[config.mk]
export PLATFORM = sky130hd
export DESIGN_NAME = wb_alu_mul
export DESIGN_NICKNAME = d
export VERILOG_FILES = /design/src/rtl/wb_alu_mul.sv
export SDC_FILE = /design/constraint.sdc
export NUM_CORES = 1
export LEC_CHECK = 0
export ABC_AREA = 1
export CAP_MARGIN = 5
export CORE_UTILIZATION = 55
export CTS_BUF_LIST = sky130_fd_sc_hd__clkbuf_16
export DETAILED_ROUTE_END_ITERATION = 6
export DONT_BUFFER_PORTS = 1
export PLACE_DENSITY = 0.7
export REMOVE_ABC_BUFFERS = 1
export SYNTH_ARGS = -nofsm -noshare
export SYNTH_HDL_FRONTEND = slang
export SYNTH_SLANG_ARGS = --single-unit
export TNS_END_PERCENT = 50
[constraint.sdc]
create_clock -name i_clk -period 2.8 [get_ports i_clk]
set_input_delay 0.7 -clock i_clk [delete_from_list [all_inputs] [get_ports i_clk]]
set_output_delay 0.7 -clock i_clk [all_outputs]
set_load 0.005 [all_outputs]
[src/rtl/wb_alu_mul.sv]
// Wishbone pipelined ALU slave: WIDTH-bit add/sub with carry chaining,
// logic ops, shifts, and a bus-stalling shift-add unsigned multiplier.
module wb_alu_mul #(
   parameter int unsigned WIDTH = 8,
   parameter int unsigned AW    = 8
) (
   input  logic             i_clk,
   input  logic             reset_n,
   input  logic             i_wb_stb,
   input  logic             i_wb_we,
   input  logic [AW-1:0]    i_wb_addr,
   input  logic [WIDTH-1:0] i_wb_data,
   output logic             o_wb_ack,
   output logic             o_wb_stall,
   output logic [WIDTH-1:0] o_wb_data
);

   localparam int unsigned MSB = WIDTH - 1;
   localparam int unsigned PW  = 2 * WIDTH;
   localparam int unsigned CW  = $clog2(WIDTH);

   localparam logic [AW-1:0] ADDR_A     = AW'(8'h00);
   localparam logic [AW-1:0] ADDR_B     = AW'(8'h01);
   localparam logic [AW-1:0] ADDR_FLAGS = AW'(8'h02);
   localparam logic [AW-1:0] ADDR_R     = AW'(8'h03);
   localparam logic [AW-1:0] ADDR_RH    = AW'(8'h04);
   localparam logic [AW-1:0] OP_ADD     = AW'(8'h80);
   localparam logic [AW-1:0] OP_ADC     = AW'(8'h81);
   localparam logic [AW-1:0] OP_SUB     = AW'(8'h82);
   localparam logic [AW-1:0] OP_SBC     = AW'(8'h83);
   localparam logic [AW-1:0] OP_AND     = AW'(8'h84);
   localparam logic [AW-1:0] OP_OR      = AW'(8'h85);
   localparam logic [AW-1:0] OP_XOR     = AW'(8'h86);
   localparam logic [AW-1:0] OP_SHL     = AW'(8'h87);
   localparam logic [AW-1:0] OP_SHR     = AW'(8'h88);
   localparam logic [AW-1:0] OP_MUL     = AW'(8'h89);

   typedef enum logic {IDLE, BUSY} state_t;

   state_t           state;
   logic [WIDTH-1:0] a, b, r, rh;
   logic             c, z, v, n;
   logic [PW-1:0]    mcand, acc;
   logic [WIDTH-1:0] mplier;
   logic [CW-1:0]    cnt;

   logic             accept;
   logic             sub_op, cin, op_hit;
   logic [WIDTH-1:0] b_op, alu_res, read_data;
   logic [WIDTH:0]   sum_ext;
   logic             alu_c, alu_v;
   logic [PW-1:0]    acc_next;
   logic [WIDTH-1:0] flags_word;

   assign accept     = i_wb_stb && !o_wb_stall;
   assign o_wb_stall = (state == BUSY);
   assign flags_word = WIDTH'({n, v, 4'b0000, z, c});

   // Single-cycle ALU datapath and register read mux, decoded from the address
   always_comb begin
      sub_op    = 1'b0;
      cin       = 1'b0;
      op_hit    = 1'b1;
      alu_res   = '0;
      alu_c     = c;
      alu_v     = v;
      read_data = '0;
      case (i_wb_addr)
         OP_ADC:  cin = c;
         OP_SUB:  begin sub_op = 1'b1; cin = 1'b1; end
         OP_SBC:  begin sub_op = 1'b1; cin = c;    end
         default: ;
      endcase
      b_op    = sub_op ? ~b : b;
      sum_ext = {1'b0, a} + {1'b0, b_op} + (WIDTH+1)'(cin);
      case (i_wb_addr)
         OP_ADD, OP_ADC, OP_SUB, OP_SBC: begin
            alu_res = sum_ext[WIDTH-1:0];
            alu_c   = sum_ext[WIDTH];
            alu_v   = (a[MSB] == b_op[MSB]) && (sum_ext[MSB] != a[MSB]);
         end
         OP_AND:  alu_res = a & b;
         OP_OR:   alu_res = a | b;
         OP_XOR:  alu_res = a ^ b;
         OP_SHL:  begin alu_res = {a[MSB-1:0], 1'b0}; alu_c = a[MSB]; end
         OP_SHR:  begin alu_res = {1'b0, a[MSB:1]};   alu_c = a[0];   end
         default: op_hit = 1'b0;
      endcase
      case (i_wb_addr)
         ADDR_A:     read_data = a;
         ADDR_B:     read_data = b;
         ADDR_FLAGS: read_data = flags_word;
         ADDR_R:     read_data = r;
         ADDR_RH:    read_data = rh;
         default:    read_data = '0;
      endcase
   end

   // One shift-add step: add the shifted multiplicand when the current multiplier bit is set
   always_comb begin
      acc_next = acc + (mplier[0] ? mcand : '0);
   end

   // Bus handling, register file and multiply FSM
   always_ff @(posedge i_clk or negedge reset_n) begin
      if (!reset_n) begin
         state     <= IDLE;
         a         <= '0;
         b         <= '0;
         r         <= '0;
         rh        <= '0;
         c         <= 1'b0;
         z         <= 1'b0;
         v         <= 1'b0;
         n         <= 1'b0;
         mcand     <= '0;
         mplier    <= '0;
         acc       <= '0;
         cnt       <= '0;
         o_wb_ack  <= 1'b0;
         o_wb_data <= '0;
      end else begin
         o_wb_ack  <= 1'b0;
         o_wb_data <= '0;
         case (state)
            IDLE: begin
               if (accept) begin
                  o_wb_ack <= 1'b1;
                  if (i_wb_we) begin
                     case (i_wb_addr)
                        ADDR_A:     a <= i_wb_data;
                        ADDR_B:     b <= i_wb_data;
                        ADDR_FLAGS: begin
                           c <= i_wb_data[0];
                           z <= i_wb_data[1];
                           v <= i_wb_data[6];
                           n <= i_wb_data[7];
                        end
                        default: ;
                     endcase
                  end else if (i_wb_addr == OP_MUL) begin
                     o_wb_ack <= 1'b0;
                     state    <= BUSY;
                     mcand    <= PW'(a);
                     mplier   <= b;
                     acc      <= '0;
                     cnt      <= '0;
                  end else if (op_hit) begin
                     r         <= alu_res;
                     o_wb_data <= alu_res;
                     c         <= alu_c;
                     v         <= alu_v;
                     z         <= (alu_res == '0);
                     n         <= alu_res[MSB];
                  end else begin
                     o_wb_data <= read_data;
                  end
               end
            end
            BUSY: begin
               acc    <= acc_next;
               mcand  <= {mcand[PW-2:0], 1'b0};
               mplier <= {1'b0, mplier[MSB:1]};
               cnt    <= cnt + CW'(1);
               if (cnt == CW'(WIDTH - 1)) begin
                  state     <= IDLE;
                  o_wb_ack  <= 1'b1;
                  o_wb_data <= acc_next[WIDTH-1:0];
                  r         <= acc_next[WIDTH-1:0];
                  rh        <= acc_next[PW-1:WIDTH];
                  z         <= (acc_next == '0);
                  n         <= acc_next[PW-1];
                  c         <= (acc_next[PW-1:WIDTH] != '0);
                  v         <= 1'b0;
               end
            end
            default: state <= IDLE;
         endcase
      end
   end

endmodule

Yosys cells after proc, flatten, opt, wreduce, memory -nomap -nowiden. Index checks and enable logic that the tools add are counted.

Add/subtract/negate cells: 4. Equal/unequal tests: 28. Multiplexer cells: 75. Bitwise operators: 5. Reductions and logical operators: 19.

Operator list (number): 16-bit two-way mux (7); 8-bit two-way mux (14); 8-bit equality test, second input constant (10); 16-bit case mux with 2 select lines (2); 8-bit case mux with 2 select lines (3); 8-bit case mux with 6 select lines (1); 8-bit case mux with 5 select lines (1); 1-bit two-way mux (35); 16-bit adder (1); 8-bit by 2-bit equality test with 1-bit output, second input constant (2); 16-bit logical NOT (1); 8-bit logical NOT (2); 1-bit case mux with 2 select lines (7); 6-bit AND reduction (2); 2-bit != test, second input constant (5); 5-bit AND reduction (2); 8-bit by 8-bit adder with 9-bit output (1); 9-bit by 1-bit adder with 9-bit output (1); 3-bit two-way mux (3); 9-bit OR reduction (1); 8-bit AND (1); 8-bit by 1-bit equality test with 1-bit output, second input constant (1); 8-bit by 3-bit equality test with 1-bit output, second input constant (1); 8-bit NOT (1); 21 further kinds (26).

Flip-flop bits (word level): 89. Input bits: 20. Output and inout port bits: 10. Logic and storage cells: 146.

Depth between registers and ports, before layout. Gate-level depths: netlist of run 1.

Depth in word-level cells: 14. Depth in mapped cells: 23. Gate-level depth less buffers: 23.

Worst setup path before layout of run 1. Ideal clock, no wire load.

Path kind: input port to flip-flop. Start: input i_wb_addr[7]. End: register z. Setup time: 71 ps. Data arrival time: 3450 ps. Required time: 2729 ps. Path slack: -722 ps. Cell stages on the path: 20. Path buffers: 0. Cells stage by stage: inv_1 nor2_1 nand3_1 nor2_4 inv_1 nor2_4 xor2_1 inv_1 fa_1 fa_1 or2_2 nand3_1 nand2_1 nor2_1 nand2_1 nor2_1 nand3_1 nand2_1 nor2_1 nor2_1.

Cells in the longest elaborated chain, start to end: 13. Elaborated cells between the ends (all ways): 32. Classes of those cells: 2 x add/sub; 14 x eq/ne; 10 x mux; 6 x reduce/logical.

Ends and longest elaborated chain: start: declaration (line 11) `input logic [AW-1:0] i_wb_addr,`; 8-bit equality test (line 68, 76); 2-bit OR reduction (no source line); 1-bit two-way mux (line 68) `case (i_wb_addr)`; 8-bit two-way mux (line 74) `b_op = sub_op ? ~b : b;`; 8-bit by 8-bit adder with 9-bit output (line 75) `sum_ext = {1'b0, a} + {1'b0, b_op} + (WIDTH+1)'(cin);`; 9-bit by 1-bit adder with 9-bit output (line 75); 8-bit case mux with 6 select lines (line 76) `case (i_wb_addr)`; 8-bit logical NOT (line 153) `z <= (alu_res == '0);`; 1-bit two-way mux (line 148) `end else if (op_hit) begin`; 1-bit two-way mux (line 141) `end else if (i_wb_addr == OP_MUL) begin`; 1-bit two-way mux (line 129) `if (i_wb_we) begin`; 1-bit two-way mux (line 127) `if (accept) begin`; 1-bit case mux with 2 select lines (line 125) `case (state)`; end signal: assignment (line 135) `z <= i_wb_data[1];`; end signal: assignment (line 153); end signal: assignment (line 171) `z <= (acc_next == '0);`; end: declaration (line 42) `logic c, z, v, n;`.

Parallel ways exist; a longest one is shown, timed or not. The select of a mux whose other input is x is not followed. A chain may end at the register's enable or synchronous reset.

Worst setup path in the final report of run 1. Ends and elaborated chain as after synthesis.

==> impl_metrics.env, run 1 <==
export IMPL_portBuffers=0
export IMPL_yosysUniqueCellTypes=42
export IMPL_syn_area_mm2=0.006559
export IMPL_cts_hold_buf=0
export IMPL_fin_crit_sh_pct=99.16
export IMPL_io_pin_count=30
export IMPL_die_x_um=111.2
export IMPL_postLayoutCellArea_mm2=0.007595
export IMPL_viasPerCell=5.639
export IMPL_core_area_mm2=0.01152
export IMPL_grt_overflow_total=0
export IMPL_area_growth_pct=15.80
export IMPL_ys_async_sr_fraction_pct=100.0
export IMPL_fin_skew_ps=10.49
export IMPL_min_path_type="in -> async"
export IMPL_wl_um=20340
export IMPL_cts_path_max_buffers=2
export IMPL_setup_viol=0
export IMPL_yosysSeqAreaShare_pct=33.96
export IMPL_die_area_mm2=0.01237
export IMPL_num_fill_cells=1051
export IMPL_syn_area_per_cell_um2=7.007
export IMPL_grt_setup_unrepaired="yes"
export IMPL_cts_made_buffers=9
export IMPL_synth_warnings=0
export IMPL_cts_sinks=89
export IMPL_fp_row_count=39
export IMPL_layout_common_cells="258 x nand2_1, 150 x inv_1, 89 x dfrtp_1"
export IMPL_die_y_um=111.2
export IMPL_synthFlopType="dfrtp_1"
export IMPL_startpoint_type="input pin"
export IMPL_peakVddDrop_mv=0.4080
export IMPL_drc=0
export IMPL_path_max_fanout=3
export IMPL_drt_antenna_violating_nets=0
export IMPL_nets=1052
export IMPL_drt_initial_drc_count=442
export IMPL_r2r_start="mplier[0]$_DFFE_PN0P_"
export IMPL_p_leak_nw=4.201
export IMPL_max_slew_margin_pct=61.49
export IMPL_post_dp_hpwl_um=15660
export IMPL_htreeDepth=3
export IMPL_synth_edff_count=0
export IMPL_cts_root_buf="clkbuf_16"
export IMPL_num_vias=6412
export IMPL_finish_utilization_pct=65.95
export IMPL_finalHoldViolations=0
export IMPL_worstMarginPinSlew_ps=575.5
export IMPL_start_util_pct=56.95
export IMPL_placed_area_mm2=0.007062
export IMPL_max_freq_mhz=360.2
export IMPL_diodes=0
export IMPL_final_common_cell="nand2_1"
export IMPL_cts_tree="done"
export IMPL_grt_use_total_pct=34.23
export IMPL_period_minus_slack_ps=2776
export IMPL_reg2reg_slack_ps=120
export IMPL_postSynthCellCount=936
export IMPL_regArea_mm2=0.002227
export IMPL_multi_input_area_mm2=0.003759
export IMPL_slew_violations=0
export IMPL_drv_cap=0
export IMPL_wire_per_inst_um=17.88
export IMPL_power_density_mw_per_mm2=748.2
export IMPL_status="complete, no violations"
export IMPL_insertion_delay_ps=350
export IMPL_cp_arrival_ps=3060
export IMPL_synth_seq_cells=89
export IMPL_gp_congestion=0.9569
export IMPL_worstReg2RegEnd="z$_DFFE_PN0P_"
export IMPL_end_kind="flip-flop"
export IMPL_worstSetupPathType="in -> reg"
export IMPL_clk_pin_slew_ps=70
export IMPL_grt_pass1_wl_um=32200
export IMPL_grt_start_max_net_pins=90
export IMPL_grt_pass1_vias=6284
export IMPL_drt_pass1_iterations=6
export IMPL_reg2reg_depth=12
export IMPL_antenna_found_initial=0
export IMPL_required_ps=3080
export IMPL_drive_above_1_share_pct=16.20
[critical path, cell delays in order]
cell and delay, ps:
inv_12 20, nor2_4 100, nand3_2 100, nor2_4 110, inv_2 50, nor2_4 110, xor2_1 160, inv_1 70
fa_2 350, fa_2 370, or2_4 240, nand3_2 80, nand2_2 60, nor2_2 90, nand2_1 60, nor2_1 110
nand3_1 80, nand2_1 60, nor2_1 40, nor2_1 90
[flip-flops by register name, summed over array words and instances (netlist names), 3 cells and up]
name,count
acc,16
mcand,16
a,8
b,8
mplier,8
o_wb_data,8
r,8
rh,8
cnt,3
[power by group]
group | leakage [nW] | internal [mW] | switching (mW)
clock network | 0.146 | 0.701 | 0.536
registers | 1.13 | 1.64 | 0.233
logic | 2.92 | 0.915 | 1.66
[cells in the mapped netlist, drive strengths merged, types with 10 or more instances]
library cell  instances  share of area [%]
o22ai                11                1.0
dfrtp                89                 34
a31oi                15                1.4
xor2                 11                1.5
nand4                10               0.95
nand3                84                6.6
nor2                 82                5.9
ha                   40                7.6
a21oi                27                2.2
o21ai                52                4.0
nand2               275                 16
clkbuf               10               0.57
buf                  12                1.2
inv                 162                9.3
o211ai               11                1.3
[timing repair]
action | CTS | global route
gates resized for setup | 27 | 28
pin swaps | 18 | 15
setup buffers | 3 | 2
endpoints found under the setup margin | 14 | 18
gates cloned | 0 | 0
[metal layers]
layer	GRT usage, %	vias up	wire, um
met5	0	-	0
met4	21.53	0	1277
met3	5.631	72	1287
met2	56.88	254	9552
met1	41.37	2996	8217
li1	-	3090	-
[stage by stage]
| stage | setup TNS (ps) | instances | setup slack [ps] | total power [mW] | hold WS, ps |
|---|---|---|---|---|---|
| after global routing | -477.7 | 1137 | -121.0 | 6.075 | 43.41 |
| after global placement | -6729 | 1116 | -626.8 | 4.318 | 406.8 |
| final | 0 | 1137 | 23.56 | 5.683 | 56.28 |
| after detailed placement | -7703 | 1116 | -641.4 | 4.387 | 406.7 |
| after floorplan | -6161 | 914 | -721.7 | 3.576 | 404.4 |
| after CTS | -7.451 | 1135 | -7.451 | 5.649 | 33.31 |
[area by class of cell]
class / count / area share [%]
clock buffers: 9 / 2.965
clock inverters: 7 / 1.087
inverters: 164 / 8.303
multi-input cells: 661 / 49.49
flip-flops and latches: 89 / 29.32
well taps: 143 / 2.356
repair buffers: 64 / 6.474
[worst max path at each step]
stage	from	slack [ps]	depth (start not counted)	to
global placement	i_wb_addr[7]	-630	20	z$_DFFE_PN0P_
finish	i_wb_addr[7]	20	20	z$_DFFE_PN0P_
detailed placement	i_wb_addr[7]	-640	20	z$_DFFE_PN0P_
global route	i_wb_addr[7]	-120	20	z$_DFFE_PN0P_
CTS	i_wb_addr[7]	-7	20	z$_DFFE_PN0P_
floorplan	i_wb_addr[7]	-720	20	z$_DFFE_PN0P_
[logic make-up after synthesis]
logic type,Yosys count,share of synthesized area [%]
and+or+nand+nor,478,32.96
buffers and inverters,186,11.24
AOI/OAI and AO/OA,125,11.29
DFF,89,33.96
adders and majority gates,43,8.546
xor gates and xnor gates,15,2.003
Power figures use the tool's default switching activity.
==> inputs of run 2 (changes only) <==
--- a/config.mk
+++ b/config.mk
@@ -11,8 +11,9 @@
 export CTS_BUF_LIST = sky130_fd_sc_hd__clkbuf_16
 export DETAILED_ROUTE_END_ITERATION = 6
 export DONT_BUFFER_PORTS = 1
-export PLACE_DENSITY = 0.7
+export PLACE_DENSITY_LB_ADDON = 0.2
 export REMOVE_ABC_BUFFERS = 1
+export SETUP_SLACK_MARGIN = 0.1
 export SYNTH_ARGS = -nofsm -noshare
 export SYNTH_HDL_FRONTEND = slang
 export SYNTH_SLANG_ARGS = --single-unit
==> run 2 against run 1 <==
  * Largest cell class unchanged
  * The flow now finishes with violations (design-rule violations, negative setup slack)
  * Maximum frequency fell by 0.99%
  * Combinational power fell by 5%
  * Sequential share of layout area up 0.082 points
  * Register-to-register slack better by 100 ps
  * Worst setup slack got worse by 28 ps
  * Global-route usage decreased by 1.6 points
  * Die area is the same
  * Sequential power about the same
  * Critical path depth is 2 higher
==> impl_metrics.env, run 2 (synthesis gave the netlist of run 1 again) <==
export IMPL_grt_pass1_vias=6109
export IMPL_drt_initial_drc_count=499
export IMPL_period_minus_slack_ps=2804
export IMPL_final_common_cell="nand2_1"
export IMPL_clk_pin_slew_ps=70
export IMPL_wire_per_inst_um=16.76
export IMPL_drt_antenna_violating_nets=0
export IMPL_end_kind="flip-flop"
export IMPL_slew_violations=0
export IMPL_drc=2
export IMPL_viasPerCell=5.565
export IMPL_status="finished, violations left"
export IMPL_whs_ps=37.87
export IMPL_layout_common_cells="258 x nand2_1, 149 x inv_1, 89 x dfrtp_1"
export IMPL_worstMarginPinSlew_ps=409.6
export IMPL_reg_largest_list="acc: 16 flops, mcand: 16 flops"
export IMPL_path_cells="inv_12, nor2_4, nand3_4, nor2_4, inv_2, nor2_4, xor2_1, inv_1, fa_2, fa_2, nand2_2, nand3_2, nand3_1, nand3_1, nand2_2, nor2_2, nand2_1, nor2_1, nand3_1, nand2_1, nor2_1, nor2_1"
export IMPL_area_growth_pct=15.47
export IMPL_cts_sinks=89
export IMPL_violations="design-rule violations, negative setup slack"
export IMPL_drive_above_1_share_pct=16.30
export IMPL_max_freq_mhz=356.6
export IMPL_slowest_stage="fa_2"
export IMPL_nets=1058
export IMPL_grt_overflow_total=0
export IMPL_worstSetupPathType="in -> reg"
export IMPL_peakVddDrop_mv=0.4256
export IMPL_grt_start_max_net_pins=90
export IMPL_die_area_mm2=0.01237
export IMPL_cts_tree="done"
export IMPL_diodes=0
export IMPL_critPathBufInv=3
export IMPL_grt_setup_unrepaired="yes"
export IMPL_p_leak_nw=4.203
export IMPL_finalHoldViolations=0
export IMPL_portBuffers=0
export IMPL_drt_pass1_iterations=7
export IMPL_cpLargestDelayFamily="simple AND/OR/NAND/NOR gates"
export IMPL_core_area_mm2=0.01152
export IMPL_die_x_um=111.2
export IMPL_path_max_fanout=3
export IMPL_io_pin_count=30
export IMPL_insertion_delay_ps=350
export IMPL_setup_viol=1
export IMPL_min_path_type="in -> async"
export IMPL_cp_arrival_ps=3040
export IMPL_drv_cap=0
export IMPL_cts_root_buf="clkbuf_16"
export IMPL_required_ps=3040
export IMPL_post_dp_hpwl_um=14410
export IMPL_num_vias=6361
export IMPL_fin_skew_ps=10.19
export IMPL_cts_hold_buf=0
export IMPL_cts_path_max_buffers=2
export IMPL_max_stage_delay_ps=380
export IMPL_gp_congestion=0.9708
export IMPL_wl_um=19160
export IMPL_antenna_found_initial=0
export IMPL_fin_crit_sh_pct=100.1
export IMPL_htreeDepth=3
export IMPL_max_slew_margin_pct=72.59
export IMPL_power_total_mw=5.476
export IMPL_start_util_pct=56.95
export IMPL_die_y_um=111.2
export IMPL_grt_use_total_pct=32.60
export IMPL_cts_made_buffers=9
export IMPL_power_density_mw_per_mm2=723.1
export IMPL_startpoint_type="input pin"
export IMPL_fp_row_count=39
export IMPL_grt_pass1_wl_um=31020
export IMPL_setup_ws_ps=-4.119
run 2: changes by cell type in the layout (fill, tap and decap cells not counted), moves of 2 or more:
cell,change
buf_4,+8
clkinvlp_4,+2
nand3_2,-2
nor2_2,+2
xor2_1,+2
nor2_4,-2
inv_8,+2
xor2_2,-2
run 2: worst paths after layout:
check	startpoint	endpoint	slack [ps]	depth (start not counted)
max in group asynchronous	reset_n	r[0]$_DFFE_PN0P_	2600	0
min reg2reg	acc[2]$_DFFE_PN0P_	acc[2]$_DFFE_PN0P_	490	2
min in group i_clk	acc[2]$_DFFE_PN0P_	acc[2]$_DFFE_PN0P_	490	2
max	i_wb_addr[7]	z$_DFFE_PN0P_	-4	22
min	reset_n	mcand[11]$_DFFE_PN0P_	40	0
max reg2reg	mplier[0]$_DFFE_PN0P_	z$_DFFE_PN0P_	220	17
run 2: timing repair:
| item | CTS | global route |
|---|---|---|
| pin swaps | 22 | 8 |
| buffers inserted | 12 | 0 |
| endpoints found under the hold margin | 0 | 0 |
| setup endpoints to repair | 16 | 18 |
| resized for setup | 32 | 15 |
run 2: where the power goes:
group	switching [mW]	internal, mW
clock network	0.556	0.617
logic	1.58	0.865
registers	0.215	1.64
run 2: area by class of cell:
| cell class | count | area [um2] |
|---|---|---|
| repair buffers | 70 | 525.5 |
| multi-input cells | 661 | 3725 |
| flip-flops and latches | 89 | 2227 |
| clock inverters | 7 | 61.31 |
| clock buffers | 9 | 225.2 |
| fillers | 1051 | 3943 |
| inverters | 164 | 630.6 |
| well taps | 143 | 178.9 |
run 2: through the flow:
stage / worst slack (ps) / std cells / utilization (%) / setup TNS [ps] / cell area, um2
after floorplan: -721.7 / 914 / - / -6161 / 6440
after CTS: -11.17 / 1143 / 65.29 / -11.17 / 7518
after detailed placement: -656.4 / 1115 / 61.26 / -7567 / 7054
after global routing: -229.1 / 1143 / 65.76 / -1249 / 7574
final: -4.119 / 1143 / 65.76 / -4.119 / 7574
after global placement: -607.4 / 1115 / 61.26 / -6683 / 7054
run 2: per-layer routing:
metal  GRT usage [%]  vias up  wire [um]
met4           16.85        0        990
met1           41.22     2953       7939
met3           5.085       66       1217
li1                -     3103          -
met2           53.96      239       9014
met5               0        -          0
==> inputs of run 3 (changes only) <==
--- a/config.mk
+++ b/config.mk
@@ -7,6 +7,7 @@
 export LEC_CHECK = 0
 export ABC_AREA = 1
 export CAP_MARGIN = 5
+export CORE_MARGIN = 8
 export CORE_UTILIZATION = 55
 export CTS_BUF_LIST = sky130_fd_sc_hd__clkbuf_16
 export DETAILED_ROUTE_END_ITERATION = 6
@@ -14,6 +15,7 @@
 export PLACE_DENSITY_LB_ADDON = 0.2
 export REMOVE_ABC_BUFFERS = 1
 export SETUP_SLACK_MARGIN = 0.1
+export SLEW_MARGIN = 20
 export SYNTH_ARGS = -nofsm -noshare
 export SYNTH_HDL_FRONTEND = slang
 export SYNTH_SLANG_ARGS = --single-unit
==> run 3 against run 2 <==
  * The flow now finishes without violations
  * Critical path type unchanged
  * Critical endpoint is now c$_DFFE_PN0P_
  * Critical path depth down 1
  * Largest cell class unchanged
  * Wire length up 0.61%
  * First-iteration DRC count down 4.0%
  * Cell count down 0.61%
  * Non-clock buffer count down 11
  * Largest power group unchanged
==> impl_metrics.env, run 3 (synthesis gave the netlist of run 1 again) <==
export IMPL_max_freq_mhz=359.9
export IMPL_setup_viol=0
export IMPL_wire_per_inst_um=16.97
export IMPL_reg_largest_list="acc: 16 flops, mcand: 16 flops"
export IMPL_num_fill_cells=1124
export IMPL_wl_um=19280
export IMPL_final_common_cell="nand2_1"
export IMPL_grt_overflow_total=0
export IMPL_power_density_mw_per_mm2=732.6
export IMPL_grt_start_max_net_pins=90
export IMPL_finalHoldViolations=0
export IMPL_drt_initial_drc_count=479
export IMPL_portBuffers=0
export IMPL_layout_common_cells="253 x nand2_1, 148 x inv_1, 89 x dfrtp_1"
export IMPL_fin_skew_ps=7.190
export IMPL_cts_path_max_buffers=2
export IMPL_fin_crit_sh_pct=99.23
export IMPL_cts_root_buf="clkbuf_16"
export IMPL_grt_pass1_vias=5802
export IMPL_slew_violations=0
export IMPL_post_dp_hpwl_um=14640
export IMPL_path_max_fanout=3
export IMPL_core_area_mm2=0.01181
export IMPL_nets=1047
export IMPL_clk_pin_slew_ps=70
export IMPL_worstMarginPinSlew_ps=492.5
export IMPL_setup_ws_ps=21.55
export IMPL_end_kind="flip-flop"
export IMPL_power_total_mw=5.574
export IMPL_gp_congestion=0.9269
export IMPL_finish_utilization_pct=64.42
export IMPL_drive_above_1_share_pct=16.38
export IMPL_die_y_um=125.2
export IMPL_post_place_ws_ps=-696.8
export IMPL_antenna_found_initial=0
export IMPL_p_leak_nw=4.171
export IMPL_io_pin_count=30
export IMPL_grt_pass1_wl_um=30450
export IMPL_htreeDepth=3
export IMPL_peakVddDrop_mv=0.5275
export IMPL_insertion_delay_ps=350
export IMPL_setup_tns_ps=0
export IMPL_die_x_um=125.2
export IMPL_area_growth_pct=16.01
export IMPL_drt_pass1_iterations=5
export IMPL_worstSetupPathType="in -> reg"
export IMPL_fp_row_count=40
export IMPL_whs_ps=36.11
export IMPL_max_slew_margin_pct=67.17
export IMPL_cts_sinks=89
export IMPL_start_util_pct=55.53
export IMPL_die_area_mm2=0.01568
export IMPL_status="complete, no violations"
export IMPL_grt_use_total_pct=24.84
export IMPL_cts_hold_buf=0
export IMPL_period_minus_slack_ps=2778
export IMPL_grt_setup_unrepaired="yes"
export IMPL_startpoint_type="input pin"
export IMPL_cts_made_buffers=9
export IMPL_drc=0
export IMPL_required_ps=3040
export IMPL_diodes=0
export IMPL_min_path_type="in -> async"
export IMPL_drv_cap=0
export IMPL_drt_antenna_violating_nets=0
export IMPL_viasPerCell=5.443
export IMPL_num_vias=6183
export IMPL_cp_arrival_ps=3020
export IMPL_cts_tree="done"
[run 3: cell count changes in the layout (fill, tap and decap cells not counted), moves of 2 or more]
| cell | delta |
|---|---|
| buf_4 | -12 |
| bufinv_16 | +2 |
| clkinvlp_4 | -3 |
| ha_1 | -2 |
| ha_4 | +2 |
| nand2_1 | -5 |
| nand2_2 | +4 |
| nand3_2 | -2 |
| nand3_4 | +2 |
[run 3: per-stage QoR]
step / cell area [um2] / std cells
after floorplan: 6440 / 914
after global placement: 7022 / 1114
after detailed placement: 7022 / 1114
after CTS: 7455 / 1132
after global routing: 7609 / 1136
final: 7609 / 1136
[run 3: what timing repair did]
action,in CTS,in global routing
setup endpoints to repair,16,18
pin swaps,16,27
gates cloned,0,0
buffers inserted,2,4
gates resized for setup,30,32
hold endpoints to repair,0,0
[run 3: final timing paths]
path                       slack [ps]                  start                      to  cells after the start
min reg2reg                       490     acc[2]$_DFFE_PN0P_      acc[2]$_DFFE_PN0P_                      2
min                                40                reset_n    mcand[9]$_DFFE_PN0P_                      0
max in group asynchronous        2620                reset_n  o_wb_data[4]$_DFF_PN0_                      0
max reg2reg                       170  mplier[0]$_DFFE_PN0P_           c$_DFFE_PN0P_                     16
max                                20           i_wb_addr[7]           c$_DFFE_PN0P_                     21
min in group i_clk                490     acc[2]$_DFFE_PN0P_      acc[2]$_DFFE_PN0P_                      2
[run 3: per-layer routing]
layer  up-vias  routed length (um)  global-route usage [%]
li1       3078                   -                       -
met1      2836                8102                   29.98
met2       217                9174                   41.61
met3        52                1012                   3.825
met4         0                 988                   14.04
met5         -                   0                       0
[run 3: critical path: stages]
cell and delay, ps:
inv_12 10, nor2_4 120, nand3_4 100, nor2_4 110, inv_2 60, nor2_4 90
xor2_1 150, inv_1 70, fa_2 370, fa_2 370, nand2_2 100, nand3_2 70
nand3_2 70, nand2_1 60, nand2_2 90, a21oi_2 60, o21ai_1 120, and2_1 150
nor2_2 30, nand2_1 50, nand2_1 50
[run 3: where the power goes]
part / internal, mW / switching, mW
clock: 0.791 / 0.542
sequential: 1.64 / 0.224
combinational: 0.835 / 1.54
[run 3: layout make-up]
class                      instances  area (um2)  area share, %
clock buffer                       9       225.2          2.960
clock inverter                     7       101.3          1.332
inverter                         164       630.6          8.288
multi-input combinational        661        3794          49.86
sequential                        89        2227          29.27
tap                              147       183.9          2.417
timing repair buffer              59       446.7          5.871
